`src/rtl/prog_mem_streamer_if.sv`:
```
// prog_mem_streamer_if
//   Groups the load port, the fetch controls and the instruction stream
//   between a program loader/consumer and prog_mem_streamer.
//
//   Load port : wr_en, wr_addr, wr_data
//   Controls  : start, step_en, jump_en, jump_addr
//   Stream    : addr, DIN, din_valid
//   Status    : busy, done
//
//   master : the side that loads the program and consumes the stream
//   slave  : the streamer itself
`timescale 1ns/1ps

interface prog_mem_streamer_if #(
  parameter int DATA_W = 16,
  parameter int ADDR_W = 5
);

  logic              wr_en;
  logic [ADDR_W-1:0] wr_addr;
  logic [DATA_W-1:0] wr_data;
  logic              start;
  logic              step_en;
  logic              jump_en;
  logic [ADDR_W-1:0] jump_addr;
  logic [ADDR_W-1:0] addr;
  logic [DATA_W-1:0] DIN;
  logic              din_valid;
  logic              busy;
  logic              done;

  modport master (
    output wr_en, wr_addr, wr_data, start, step_en, jump_en, jump_addr,
    input  addr, DIN, din_valid, busy, done
  );

  modport slave (
    input  wr_en, wr_addr, wr_data, start, step_en, jump_en, jump_addr,
    output addr, DIN, din_valid, busy, done
  );

endinterface

```
`src/rtl/prog_mem_streamer.sv`:
```
// prog_mem_streamer
//   Program memory (2**ADDR_W x DATA_W) with a built-in fetch sequencer
//   that presents one registered instruction word (DIN) and its address
//   to the processor. The consumer advances with step_en, can redirect
//   with jump_en, and the end of the program either wraps to 0 (WRAP=1)
//   or halts in DONE (WRAP=0).
//
//   Ports:
//     clk      rising-edge clock
//     reset_n  asynchronous active-low reset (memory contents kept)
//     bus      prog_mem_streamer_if.slave: load port, controls, stream,
//              busy/done status
`timescale 1ns/1ps

module prog_mem_streamer #(
  parameter int DATA_W = 16,
  parameter int ADDR_W = 5,
  parameter bit WRAP   = 1'b1
) (
  input  logic                 clk,
  input  logic                 reset_n,
  prog_mem_streamer_if.slave   bus
);

  localparam logic [ADDR_W-1:0] LAST_ADDR = '1;

  typedef enum logic [1:0] {
    IDLE,
    FETCH,
    RUN,
    DONE
  } state_t;

  state_t            state;
  state_t            next_state;
  logic              load;
  logic [ADDR_W-1:0] rd_addr;
  logic              next_valid;

  logic [DATA_W-1:0] mem [2**ADDR_W];

  // Next read address and state are decided combinationally so that the
  // synchronous read lands DIN and addr on the very same edge. This is
  // what gives zero-bubble streaming while step_en is held.
  always_comb begin
    next_state = state;
    load       = 1'b0;
    rd_addr    = bus.addr;
    next_valid = bus.din_valid;
    unique case (state)
      IDLE: begin
        if (bus.start) next_state = FETCH;
      end
      FETCH: begin
        load       = 1'b1;
        rd_addr    = '0;
        next_valid = 1'b1;
        next_state = RUN;
      end
      RUN: begin
        // Jump outranks step; a step on the same cycle is dropped.
        if (bus.jump_en) begin
          load    = 1'b1;
          rd_addr = bus.jump_addr;
        end else if (bus.step_en) begin
          if (bus.addr == LAST_ADDR && !WRAP) begin
            next_state = DONE;
            next_valid = 1'b0;
          end else begin
            // Modulo arithmetic makes LAST_ADDR+1 roll over to 0.
            load    = 1'b1;
            rd_addr = bus.addr + ADDR_W'(1);
          end
        end
      end
      DONE: begin
        if (bus.start) next_state = FETCH;
      end
      default: next_state = IDLE;
    endcase
  end

  // The array has no reset so a program survives reset_n.
  always_ff @(posedge clk) begin
    if (bus.wr_en) mem[bus.wr_addr] <= bus.wr_data;
  end

  // DIN doubles as the memory read register. Because the array update is
  // non-blocking, a same-cycle write to rd_addr returns the old word.
  always_ff @(posedge clk or negedge reset_n) begin
    if (!reset_n) begin
      state         <= IDLE;
      bus.addr      <= '0;
      bus.DIN       <= '0;
      bus.din_valid <= 1'b0;
    end else begin
      state         <= next_state;
      bus.din_valid <= next_valid;
      if (load) begin
        bus.addr <= rd_addr;
        bus.DIN  <= mem[rd_addr];
      end
    end
  end

  assign bus.busy = (state == FETCH) || (state == RUN);
  assign bus.done = (state == DONE);

endmodule

```
`src/flat_wrapper.sv`:
```
// flat-port wrapper written by rule: the top's interface ports become plain ports
module prog_mem_streamer_flat 
#(
  parameter int DATA_W = 16,
  parameter int ADDR_W = 5,
  parameter bit WRAP   = 1'b1
)
  (clk, reset_n, bus_wr_en, bus_wr_addr, bus_wr_data, bus_start, bus_step_en, bus_jump_en, bus_jump_addr, bus_addr, bus_DIN, bus_din_valid, bus_busy, bus_done);
  prog_mem_streamer_if #(.DATA_W(DATA_W), .ADDR_W(ADDR_W)) bus_i ();
  input  logic clk;
  input  logic reset_n;
  input wire logic [$bits(bus_i.wr_en)-1:0] bus_wr_en;
  input wire logic [$bits(bus_i.wr_addr)-1:0] bus_wr_addr;
  input wire logic [$bits(bus_i.wr_data)-1:0] bus_wr_data;
  input wire logic [$bits(bus_i.start)-1:0] bus_start;
  input wire logic [$bits(bus_i.step_en)-1:0] bus_step_en;
  input wire logic [$bits(bus_i.jump_en)-1:0] bus_jump_en;
  input wire logic [$bits(bus_i.jump_addr)-1:0] bus_jump_addr;
  output wire logic [$bits(bus_i.addr)-1:0] bus_addr;
  output wire logic [$bits(bus_i.DIN)-1:0] bus_DIN;
  output wire logic [$bits(bus_i.din_valid)-1:0] bus_din_valid;
  output wire logic [$bits(bus_i.busy)-1:0] bus_busy;
  output wire logic [$bits(bus_i.done)-1:0] bus_done;
  assign bus_i.wr_en = bus_wr_en;
  assign bus_i.wr_addr = bus_wr_addr;
  assign bus_i.wr_data = bus_wr_data;
  assign bus_i.start = bus_start;
  assign bus_i.step_en = bus_step_en;
  assign bus_i.jump_en = bus_jump_en;
  assign bus_i.jump_addr = bus_jump_addr;
  assign bus_addr = bus_i.addr;
  assign bus_DIN = bus_i.DIN;
  assign bus_din_valid = bus_i.din_valid;
  assign bus_busy = bus_i.busy;
  assign bus_done = bus_i.done;
  prog_mem_streamer #(.DATA_W(DATA_W), .ADDR_W(ADDR_W), .WRAP(WRAP)) u_core (.clk(clk), .reset_n(reset_n), .bus(bus_i));
endmodule
```
`config.mk`:
```
export PLATFORM = sky130hd
export DESIGN_NAME = prog_mem_streamer_flat
export DESIGN_NICKNAME = d
export VERILOG_FILES = /design/src/rtl/prog_mem_streamer_if.sv /design/src/rtl/prog_mem_streamer.sv /design/src/flat_wrapper.sv
export SDC_FILE = /design/constraint.sdc
export NUM_CORES = 1
export LEC_CHECK = 0
export ABC_AREA = 1
export CORE_MARGIN = 2
export CORE_UTILIZATION = 45
export CTS_BUF_LIST = sky130_fd_sc_hd__clkbuf_4 sky130_fd_sc_hd__clkbuf_8 sky130_fd_sc_hd__clkbuf_16
export DETAILED_ROUTE_END_ITERATION = 10
export DONT_BUFFER_PORTS = 1
export PLACE_DENSITY = 0.68
export SLEW_MARGIN = 40
export SYNTH_ARGS = -nofsm -noshare
export SYNTH_HDL_FRONTEND = slang
export SYNTH_SLANG_ARGS = --single-unit
```
`constraint.sdc`:
```
create_clock -name clk -period 2.75 [get_ports clk]
set_clock_uncertainty 0.1 [all_clocks]
set_input_delay 0.4125 -clock clk [delete_from_list [all_inputs] [get_ports clk]]
set_output_delay 0.4125 -clock clk [all_outputs]
set_load 0.005 [all_outputs]
```
==> results.yml <==
min_path:
  hold_path_depth: 1
  hp-start: "bus_wr_data[15]"
  hold_path.class: "in -> reg"
  holdPathEnd: "u_core.mem[27][15]"
cts:
  cts_tree: "yes"
  clockRootBuffer: "clkbuf_16"
  worstSkewPairLatency_ns: 0.61
  cts_sinks: 536
  cts-buffers-inserted: 55
  cts_max_level: 2
  cts_buffer_depth: 3
  clk_pin_slew_ns: 0.06
placement:
  dpl.cell_count: 2844
  io_buffers: 0
  dp_hpwl_mm: 37.5
  gp_congestion: 0.863
timing:
  tightest_slew_ns: 0.610
  hold_viol: 0
  maxSlewHeadroom: 0.593
  rsz0062_at_grt: "false"
  setup_viol: 0
  period_needed_ns: 2.64
  fmax_mhz: 379
  period_share: 0.960
  drv_slew: 0
  hold_ws_ns: 0.0251
critical_path:
  crit_path_top_delay_cell: "dfrtp_1"
  startpoint: "u_core.state[0]"
  slowest_delay_ns: 0.40
  start_kind: "register"
  r2r_start: "u_core.state[0]"
  crit_buf_inv: 4
  cp.arrival_ns: 3.02
  worstSetupEndpointType: "register"
  cp.required_ns: 3.13
  r2r_cells: 16
  crit_chain: "inv_1 > ha_4 > inv_4 > nand2_4 > nor2_4 > nand2_8 > buf_16 > buf_12 > nand3_1 > nand2_1 > nand2_1 > nand3_1 > nand3_2 > nand2_1 > nand2_1 > nand3_1"
  critPathMaxFanout: 34
  crit_path_frequent_cell: "nand2_1"
  critPathTopFamily: "simple AND/OR/NAND/NOR gates"
  r2r_slack_ns: 0.11
  rr_endpoint: "u_core.bus.DIN[11]"
  critPathKind: "reg -> reg"
finish:
  final_cell_mix: "nand2_1, nand3_1, edfxtp_1"
  final_common_cell: "nand2_1"
  multi_input_area_um2: 5950
  fill_cells: 4317
  final-seq-area_um2: 16000
  layout-drive-gt1-share: 0.114
  area_growth_pct: 15.9
  final_cells: 2985
  nets: 2294
power_and_ir_drop:
  p_per_area_nw_per_um2: 705
  ir_worst_vdd_mv: 0.445
  p_leak_uw: 0.0110
global_routing:
  antenna_found_initial: 3
  grt_pass1_vias: 16100
  grt.total_usage: 0.241
  grt_max_degree: 83
  grt_pass1_wl_mm: 97.0
  grt_overflow: 0
floorplan:
  die_h_um: 231
  io_pins: 56
  start_util: 0.454
  core_region_area_um2: 51200
  dieWidth_um: 231
  die_area_um2: 53500
  rows: 83
routing:
  ant_nets: 0
  routedWlPerCell_um: 21.9
  routed_wl_mm: 65.5
  drtPass1Iterations: 6
  drt_iter0_markers: 2209
  vias: 16800
  vias_per_cell: 5.62
  route.detailed.drc: 0
synth:
  synth_warnings: 0
  avgSynthCellArea_um2: 10.6
  syn_inst: 2195
  synth_area_leaders: "edfxtp_1, nand3_1, nand2_1"
  synth.net_count: 2231
  yosysUniqueCellTypes: 24
  ys_seq_elements: 536
  yosysSeqAreaShare: 0.687
  yosys.area.top_type_share: 0.662
  syn_area_um2: 23200
  synth_top_area_cell: "edfxtp_1"
status:
  status: "complete, no violations"
flow_run:
  maxCapViolCount: 0
worst max-delay path by stage:
| stage | to | slack (ns) | cells past startpoint |
|---|---|---|---|
| CTS | u_core.bus.DIN[11] | -0.006 | 16 |
| floorplan | u_core.bus.DIN[13] | 0.60 | 17 |
| global placement | u_core.bus.DIN[3] | 0.007 | 16 |
| global route | u_core.bus.DIN[12] | 0.002 | 17 |
| finish | u_core.bus.DIN[11] | 0.11 | 16 |
| detailed placement | u_core.bus.DIN[12] | -0.05 | 17 |
layer usage:
layer / track usage / routed length (um)
met1: 0.332 / 26300
met2: 0.380 / 29900
met3: 0.0525 / 7120
met4: 0.0815 / 2100
met5: 0 / 0
cell type report:
cell class	count	area share
tap	680	0.0316
inverter	183	0.0258
clock inverter	11	0.00218
clock buffer	91	0.0645
sequential	536	0.593
timing repair buffer	140	0.0617
multi-input combinational	1342	0.221
antenna	2	0.000186
power by group:
| part | total (uW) | switching [uW] | internal [uW] |
|---|---|---|---|
| registers | 9310 | 202 | 9110 |
| logic | 2350 | 1610 | 744 |
| clock network | 7330 | 3030 | 4300 |
| total | 19000 | 4840 | 14200 |
stage by stage:
step / total power [uW] / utilization / setup WS (ns) / area (um^2) / setup TNS [ns]
final: 19000 / 0.526 / 0.111 / 26900 / 0
after global routing: 19500 / 0.526 / 0.00219 / 26900 / 0
after CTS: 18900 / 0.521 / -0.00631 / 26700 / -0.00631
after detailed placement: 11500 / 0.478 / -0.0456 / 24500 / -0.170
after global placement: 11500 / 0.478 / 0.00688 / 24500 / 0
after floorplan: 10700 / - / 0.599 / 23200 / 0
logic make-up after synthesis:
kind of cell | after synthesis | share of synthesized area
AND/OR/NAND/NOR | 1324 | 0.245
flip-flops | 536 | 0.687
buffers and inverters | 319 | 0.0620
AO/OA/AOI/OAI | 12 | 0.00312
adder cells (fa/ha/maj) | 4 | 0.00215
flip-flops by register name, summed over array words and instances, names as in the netlist:
register              count
u_core.bus.addr           5
u_core.mem              512
u_core.state              2
u_core.bus.din_valid      1
u_core.bus.DIN           16
Yosys cell counts:
cell type  instances
nand2_1          712
nand3_1          561
edfxtp_1         512
inv_1            178
buf_2             64
nor2_1            44
buf_1             24
dfrtp_1           24
clkbuf_1          18
buf_4             17
buf_6             13
o21ai_0            8
ha_1               4
inv_2              4
nand2_2            2
nand2_4            2
a22oi_2            1
inv_4              1
nand4_1            1
nor2_2             1
o21a_1             1
o21ai_1            1
o31ai_1            1
or2_2              1
timing repair:
| action | 4_1_cts | 5_1_grt |
|---|---|---|
| hold endpoints to repair | 538 | 0 |
| setup buffers | 0 | 7 |
| pin swaps | 1 | 2 |
| cloned | 1 | 6 |
| hold buffers | 23 | 0 |
| setup endpoints to repair | 7 | 16 |
| gates resized for setup | 1 | 14 |
Power figures use the tool's default switching activity.
